`config.mk`:
```
export PLATFORM = sky130hd
export DESIGN_NAME = sdram_arbiter
export DESIGN_NICKNAME = d
export VERILOG_FILES = /design/src/rtl/sdram_arbiter.sv
export SDC_FILE = /design/constraint.sdc
export NUM_CORES = 1
export LEC_CHECK = 0
export BUFFER_PORTS_ARGS = -buffer_cell sky130_fd_sc_hd__buf_2
export CAP_MARGIN = 20
export CORE_AREA = 2 2 126 128
export CTS_BUF_LIST = sky130_fd_sc_hd__clkbuf_2
export CTS_CLUSTER_DIAMETER = 150
export DETAILED_ROUTE_END_ITERATION = 16
export DIE_AREA = 0 0 128 130
export PLACE_DENSITY = 0.83
export SLEW_MARGIN = 10
export SYNTH_ARGS = -nofsm -noshare
export SYNTH_HDL_FRONTEND = slang
export SYNTH_SLANG_ARGS = --single-unit
```
`constraint.sdc`:
```
create_clock -name clk -period 3.57 [get_ports clk]
set_input_delay 0.714 -clock clk [delete_from_list [all_inputs] [get_ports clk]]
set_output_delay 0.714 -clock clk [all_outputs]
set_load 0.01 [all_outputs]
```
`src/rtl/sdram_arbiter.sv`:
```
// Shares one SDRAM controller port among CPU, DMA and video: video has fixed priority, and CPU/DMA take turns round-robin.
// One transaction is outstanding at a time; ack is a one-cycle pulse after completion; a watchdog aborts stalled transfers.
module sdram_arbiter #(
  parameter int          TIMEOUT_BITS = 8,
  parameter logic [31:0] ERR_DATA     = 32'hffffffff
) (
  input  logic        clk,
  input  logic        reset,

  input  logic        cpu_req,
  input  logic        cpu_write,
  input  logic [21:0] cpu_addr,
  input  logic [31:0] cpu_wdata,
  output logic        cpu_ack,
  output logic [31:0] cpu_rdata,

  input  logic        dma_req,
  input  logic        dma_write,
  input  logic [21:0] dma_addr,
  input  logic [31:0] dma_wdata,
  output logic        dma_ack,
  output logic [31:0] dma_rdata,

  input  logic        vga_req,
  input  logic [21:0] vga_addr,
  output logic        vga_ack,
  output logic [31:0] vga_rdata,

  output logic [21:0] sdram_addr,
  output logic [31:0] sdram_data_out,
  input  logic [31:0] sdram_data_in,
  output logic        sdram_req,
  output logic        sdram_write,
  input  logic        sdram_ready,
  input  logic        sdram_done,

  output logic [1:0]  grant,
  output logic        timeout_err
);

  typedef enum logic [1:0] {IDLE, BUSY, COMPLETE} state_t;

  localparam logic [1:0] G_NONE = 2'd0;
  localparam logic [1:0] G_CPU  = 2'd1;
  localparam logic [1:0] G_DMA  = 2'd2;
  localparam logic [1:0] G_VGA  = 2'd3;

  // Abort fires on the edge where the counter would reach all-ones.
  localparam logic [TIMEOUT_BITS-1:0] WD_LAST = {{(TIMEOUT_BITS-1){1'b1}}, 1'b0};

  state_t                  state;
  logic                    is_write;
  logic                    rr_dma;
  logic [TIMEOUT_BITS-1:0] wd;

  logic [1:0]  winner;
  logic [21:0] win_addr;
  logic [31:0] win_wdata;
  logic        win_write;
  logic        xfer_done;
  logic        wd_expired;
  logic        finish;
  logic [31:0] fin_data;

  always_comb begin
    winner = G_NONE;
    if (vga_req)                 winner = G_VGA;
    else if (cpu_req && dma_req) winner = rr_dma ? G_DMA : G_CPU;
    else if (cpu_req)            winner = G_CPU;
    else if (dma_req)            winner = G_DMA;
  end

  always_comb begin
    win_addr  = vga_addr;
    win_wdata = '0;
    win_write = 1'b0;
    case (winner)
      G_CPU: begin
        win_addr  = cpu_addr;
        win_wdata = cpu_wdata;
        win_write = cpu_write;
      end
      G_DMA: begin
        win_addr  = dma_addr;
        win_wdata = dma_wdata;
        win_write = dma_write;
      end
      default: ;
    endcase
  end

  // Only the completion matching the current direction counts.
  assign xfer_done  = is_write ? sdram_done : sdram_ready;
  assign wd_expired = (wd == WD_LAST);
  assign finish     = xfer_done || wd_expired;
  assign fin_data   = xfer_done ? sdram_data_in : ERR_DATA;

  always_ff @(posedge clk or negedge reset) begin
    if (!reset) begin
      state          <= IDLE;
      is_write       <= 1'b0;
      rr_dma         <= 1'b0;
      wd             <= '0;
      grant          <= G_NONE;
      sdram_addr     <= '0;
      sdram_data_out <= '0;
      sdram_req      <= 1'b0;
      sdram_write    <= 1'b0;
      timeout_err    <= 1'b0;
      cpu_ack        <= 1'b0;
      dma_ack        <= 1'b0;
      vga_ack        <= 1'b0;
      cpu_rdata      <= '0;
      dma_rdata      <= '0;
      vga_rdata      <= '0;
    end else begin
      cpu_ack <= 1'b0;
      dma_ack <= 1'b0;
      vga_ack <= 1'b0;
      case (state)
        IDLE: begin
          if (winner != G_NONE) begin
            grant          <= winner;
            sdram_addr     <= win_addr;
            sdram_data_out <= win_wdata;
            is_write       <= win_write;
            sdram_req      <= !win_write;
            sdram_write    <= win_write;
            wd             <= '0;
            state          <= BUSY;
          end
        end
        BUSY: begin
          if (finish) begin
            sdram_req   <= 1'b0;
            sdram_write <= 1'b0;
            if (!xfer_done) timeout_err <= 1'b1;
            if (!is_write) begin
              case (grant)
                G_CPU:   cpu_rdata <= fin_data;
                G_DMA:   dma_rdata <= fin_data;
                G_VGA:   vga_rdata <= fin_data;
                default: ;
              endcase
            end
            case (grant)
              G_CPU:   cpu_ack <= 1'b1;
              G_DMA:   dma_ack <= 1'b1;
              G_VGA:   vga_ack <= 1'b1;
              default: ;
            endcase
            state <= COMPLETE;
          end else begin
            wd <= wd + 1'b1;
          end
        end
        COMPLETE: begin
          if (grant == G_CPU)      rr_dma <= 1'b1;
          else if (grant == G_DMA) rr_dma <= 1'b0;
          grant <= G_NONE;
          state <= IDLE;
        end
        default: state <= IDLE;
      endcase
    end
  end

endmodule

```
Word level (Yosys, flattened, before mapping)
Cells that the tools add are included.
{"block": "totals", "register_bits": 170, "inputBits": 171, "output_inout_bits": 158}
{"block": "classes", "addsub": 1, "n_eq_ne": 11, "muxes": 34, "bitwise": 2, "reduce_logical": 18}
{"cell": "one-hot mux 32 bit (2 select lines)", "n": 1}
{"cell": "one-hot mux 22 bit (2 select lines)", "n": 1}
{"cell": "2-to-1 mux 32 bit", "n": 1}
{"cell": "2-to-1 mux 2 bit", "n": 8}
{"cell": "2-to-1 mux 8 bit", "n": 2}
{"cell": "one-hot mux 8 bit (2 select lines)", "n": 1}
{"cell": "2-to-1 mux 1 bit", "n": 15}
{"cell": "AND reduction 4 bit", "n": 3}
{"cell": "AND reduction 3 bit", "n": 3}
{"cell": "adder 8 x 1 -> 8 bit (second input constant)", "n": 1}
{"cell": "== test 2 bit (second input constant)", "n": 4}
{"cell": "== test 8 bit (second input constant)", "n": 1}
{"cell": "one-hot mux 2 bit (2 select lines)", "n": 2}
{"cell": "AND reduction 2 bit", "n": 4}
{"cell": "nonzero test 2 bit", "n": 4}
{"cell": "== test 2 x 1 -> 1 bit (second input constant)", "n": 3}
{"cell": "!= test 2 bit (second input constant)", "n": 3}
{"cell": "one-hot mux 1 bit (2 select lines)", "n": 3}
{"cell": "zero test 2 bit", "n": 1}
{"cell": "NOT 1 bit", "n": 2}
{"cell": "logical AND 1 bit", "n": 1}
{"cell": "zero test 1 bit", "n": 1}
{"cell": "logical OR 1 bit", "n": 1}

Depth between registers and ports, before layout
{"block": "depth", "ltp_word": 9, "mapped_depth": 10, "mapped_depth_nobuf": 8}

Worst setup path after synthesis
OpenSTA, ideal clock, no wires.
{"block": "synth_timing", "kind": "in2reg", "start": "in dma_req", "end": "reg sdram_addr[6]", "setup_ns": 0.134, "arrival_ns": 2.103, "required_time_ns": 3.436, "path_slack_ns": 1.333, "path_stages": 9, "n_path_buf": 3, "cell_sequence": "nand2_1 > a21oi_1 > ha_1 > or3_1 > buf_2 > buf_2 > buf_1 > nand2_1 > o21ai_0"}
{"block": "synth_between", "elab_chain_len": 6}
{"item": "from (decl)", "line_no": "17", "rtl": "input logic dma_req,"}
{"item": "2-to-1 mux 2 bit", "line_no": "70", "rtl": "else if (dma_req) winner = G_DMA;"}
{"item": "2-to-1 mux 2 bit", "line_no": "69", "rtl": "else if (cpu_req) winner = G_CPU;"}
{"item": "2-to-1 mux 2 bit *", "line_no": "68", "rtl": "else if (cpu_req && dma_req) winner = rr_dma ? G_DMA : G_CPU;"}
{"item": "2-to-1 mux 2 bit *", "line_no": "67", "rtl": "if (vga_req) winner = G_VGA;"}
{"item": "== test 2 bit, or another cell as far along", "line_no": "77", "rtl": "case (winner)"}
{"item": "one-hot mux 22 bit (2 select lines) or AND reduction 2 bit (tied branches)"}
{"item": "to (signal assigned)", "line_no": "124", "rtl": "sdram_addr <= win_addr;"}
{"item": "to (decl)", "line_no": "29", "rtl": "output logic [21:0] sdram_addr,"}
Every way passes the cells marked *; elsewhere a longest branch is shown, timed or not.
A chain may end at the register's enable or synchronous reset.

Final worst setup path
{"block": "layout_timing", "start": "reg rr_dma", "end": "reg sdram_data_out[27]"}
{"block": "layout_between", "elab_chain_len": 5}
{"item": "from (decl)", "line_no": "53", "rtl": "logic rr_dma;"}
{"item": "from (signal assigned)", "line_no": "102", "rtl": "rr_dma <= 1'b0;"}
{"item": "from (signal assigned)", "line_no": "158", "rtl": "if (grant == G_CPU) rr_dma <= 1'b1;"}
{"item": "from (signal assigned)", "line_no": "159", "rtl": "else if (grant == G_DMA) rr_dma <= 1'b0;"}
{"item": "2-to-1 mux 2 bit * (2 in series)", "line_no": "68"}
{"item": "2-to-1 mux 2 bit *", "line_no": "67"}
{"item": "== test 2 bit, or another cell as far along", "line_no": "77"}
{"item": "one-hot mux 32 bit (2 select lines) or AND reduction 2 bit (tied branches)"}
{"item": "to (signal assigned)", "line_no": "125", "rtl": "sdram_data_out <= win_wdata;"}
{"item": "to (decl)", "line_no": "30", "rtl": "output logic [31:0] sdram_data_out,"}
Marks and branches as above.

==> results.yml <==
outcome:
  run_status: "completed"
synth:
  xor_and_xnor_area_share_after_synthesis_pct: 0
  synth_simple_gate_area_share_pct: 10.3
  ys_top_cells_by_area: "dfrtp_1, a2bb2oi_1, a22oi_1, a22o_1, a2bb2oi_2"
  synth.avg_cell_area_um2: 11.5
  post-synth-top-area-cell: "dfrtp_1"
  ys.warnings.count: 0
  synth-async-reset-ratio_pct: 100
  synth_flop_cell: "dfrtp_1"
  register_bit_count_reported_by_yosys: 170
  synth_top_area_share_pct: 56.6
  synth_seq_area_share_pct: 56.6
  netlist_top_cells_count: "dfrtp_1, a2bb2oi_1, a22oi_1"
  edff_count_synth: 0
  postSynthNetCount: 833
  synth_top_family_by_area: "compound AO/OA/AOI/OAI gates"
  synth_fa_ha_area_share_pct: 1.33
  synthesis.instances: 654
  synth_compound_gate_area_share_pct: 26.8
  post-synth-top-count-cell: "dfrtp_1"
  syn_area_mm2: 0.00751
  synth_cell_types: 40
  synthMuxAreaShare_pct: 0.416
floorplanning:
  die_h_um: 130
  fp-row-count: 46
  top_level_ports: 329
  initial_core_util_pct: 48.7
  die-width_um: 128
  design.die.area_mm2: 0.0166
  core_area_mm2: 0.0154
critical_path:
  setup.worst_path.class: "reg2reg"
  worst-endpoint-required_ns: 4.22
  critPathMaxStageDelay_ns: 0.58
  worst-r2r-cell-count: 7
  timing.critical_path.slowest_stage_cell: "or3_4"
  setup_crit_start_kind: "flip-flop"
  cp_data_arrival_time_ns: 3.11
  r2r-end: "sdram_data_out[27]"
  reg2reg_slack_ns: 1.11
  crit_chain: "nand2b_1, a21oi_1, ha_2, or3_4, buf_4, nor2_1, a22o_1"
  r2r_start: "rr_dma"
  cp_max_fo: 72
  path_buf_inv: 1
  worst_path_dominant_cell_family: "simple AND/OR/NAND/NOR gates"
  crit_path_end_kind: "flip-flop"
final_layout:
  design.final.nets: 1133
  synthToLayoutAreaGrowth_pct: 26.2
  fillCellCount: 1283
  final_cells: 1162
  drive_gt1_share_pct: 41.4
place:
  gp_congestion: 0.862
  portBuffers: 328
  preCtsSetupSlack_ns: 0.783
  placedCellCount: 1126
  hpwlAfterDp_um: 14800
route:
  post_drt_wl_per_cell_um: 18.3
  post_drt_via_cell_ratio: 5.63
  vias: 6545
  dr.first_iter.drc_count: 405
  drt_first_pass_iters: 5
  ant_nets: 0
  drc: 0
  detail_route.wirelength_um: 21200
timing:
  fin_worst_skew_ns: 0.0408
  post-route-period-util_pct: 68.8
  slew_violations: 0
  post-route-min-period_ns: 2.46
  post-route-worst-setup-slack_ns: 1.11
  tightest_slew_ns: 1.03
  grt_setup_unrepaired: "false"
  timing.slew.headroom_pct: 31.3
  tns_ns: 0
  timing_hold_violations_final: 0
  setup-violations-final: 0
  timing.fmax_mhz: 407
cts:
  ctsRootBufferMaster: "clkbuf_2"
  postCtsResizedCells: 0
  path_clk_slew_ns: 0.27
  cts_buffers: 17
  htree_num_levels: 4
  clock_path_buffers: 2
  insertion_delay_ns: 0.74
  clock_sink_count: 170
  cts_tree: "yes"
grt:
  grt_pass1_wl_um: 32100
  globalRouteOverflowTotal: 0
  first_global_vias: 6226
  antenna_found_initial: 4
  grt_usage_pct: 24.9
  grt_start_max_net_pins: 73
hold_path:
  hold_path_startpoint: "vga_addr[18]"
  min_delay_path_depth: 3
  worst_hold_path_type: "in2reg"
  holdPathEnd: "sdram_addr[18]"
run:
  drv_cap: 0
pwr:
  p_leak_nw: 4.65
  cellPowerDensity_mw_per_mm2: 813
  post-layout-total-power_mw: 7.71
  maximum_vdd_drop_mv: 0.373
-- stage by stage --
stage	util (%)	hold slack, ns	cell area (um^2)
floorplan	-	0.418	7510
global placement	59.8	0.449	9230
detailed placement	59.8	0.454	9230
CTS	61.4	0.167	9470
global route	61.5	0.162	9480
finish	61.5	0.232	9480
-- repair_timing --
action / CTS / global route
endpoints found under the hold margin: 57 / 0
hold buffers: 1 / 0
setup buffers: 0 / 0
-- power by group --
group / internal, mW / total, mW / switching (mW)
logic: 1.56 / 3.41 / 1.86
clock network: 0.321 / 1.00 / 0.681
registers: 2.77 / 3.29 / 0.526
total: 4.64 / 7.71 / 3.06
-- final cells by class --
| type | count | area (um^2) | area share (%) |
|---|---|---|---|
| flip-flops and latches | 170 | 4250 | 44.9 |
| multi-input cells | 417 | 2960 | 31.2 |
| repair buffers | 342 | 1770 | 18.6 |
| well taps | 192 | 240 | 2.53 |
| clock inverters | 14 | 145 | 1.53 |
| clock buffers | 17 | 85.1 | 0.897 |
| inverters | 6 | 22.5 | 0.238 |
| diodes | 4 | 10.0 | 0.106 |
-- logic make-up (layout without fill, tap and decap cells) --
group	after synthesis	count (layout)
adders and majority gates	8	8
other	0	4
muxes	3	3
and+or+nand+nor	156	156
AOI/OAI and AO/OA	250	250
buffers and inverters	67	379
DFF	170	170
-- flip-flops by register name (all words and copies together), names as in the netlist, 2 cells and up --
register / flops
cpu_rdata: 32
dma_rdata: 32
grant: 2
sdram_addr: 22
sdram_data_out: 32
state: 2
vga_rdata: 32
wd: 8
-- cells in the final DEF, fill, tap and decap left out, types with 6 or more instances in the layout --
cell	synthesis	final
buf_2	7	327
nand3_1	6	6
a2bb2oi_1	78	78
buf_4	3	12
nor2b_1	38	35
nor2_1	33	33
clkbuf_2	0	17
a22o_1	32	32
a22oi_1	57	57
nand2_1	56	56
dfrtp_1	170	170
inv_1	6	6
o21ai_0	51	51
a2bb2oi_2	18	18
-- layer usage --
metal	routed length (um)	part of all wire (%)	vias up	GRT usage, %
met4	824	3.9	0	14.2
li1	-	-	3029	-
met1	8480	40	3147	30.6
met3	1510	7.1	43	5.66
met5	0	0	-	0
met2	10400	49	326	40.8
-- worst max path at each step --
stage,from,end,slack [ns],cells past startpoint
6_report,rr_dma,sdram_data_out[27],1.11,7
5_1_grt,rr_dma,sdram_addr[11],0.84,7
4_1_cts,rr_dma,sdram_data_out[27],1.11,7
3_5_place_dp,dma_req,sdram_addr[11],0.78,8
3_3_place_gp,cpu_req,sdram_data_out[26],0.94,8
2_1_floorplan,dma_req,sdram_addr[6],1.33,9
-- worst min-delay path, delay by kind of cell --
kind	cells	cell delay, ns
AOI/OAI and AO/OA	2	0.18
buffers and inverters	1	0.07
Note: power is estimated with default switching activity, not from simulation.
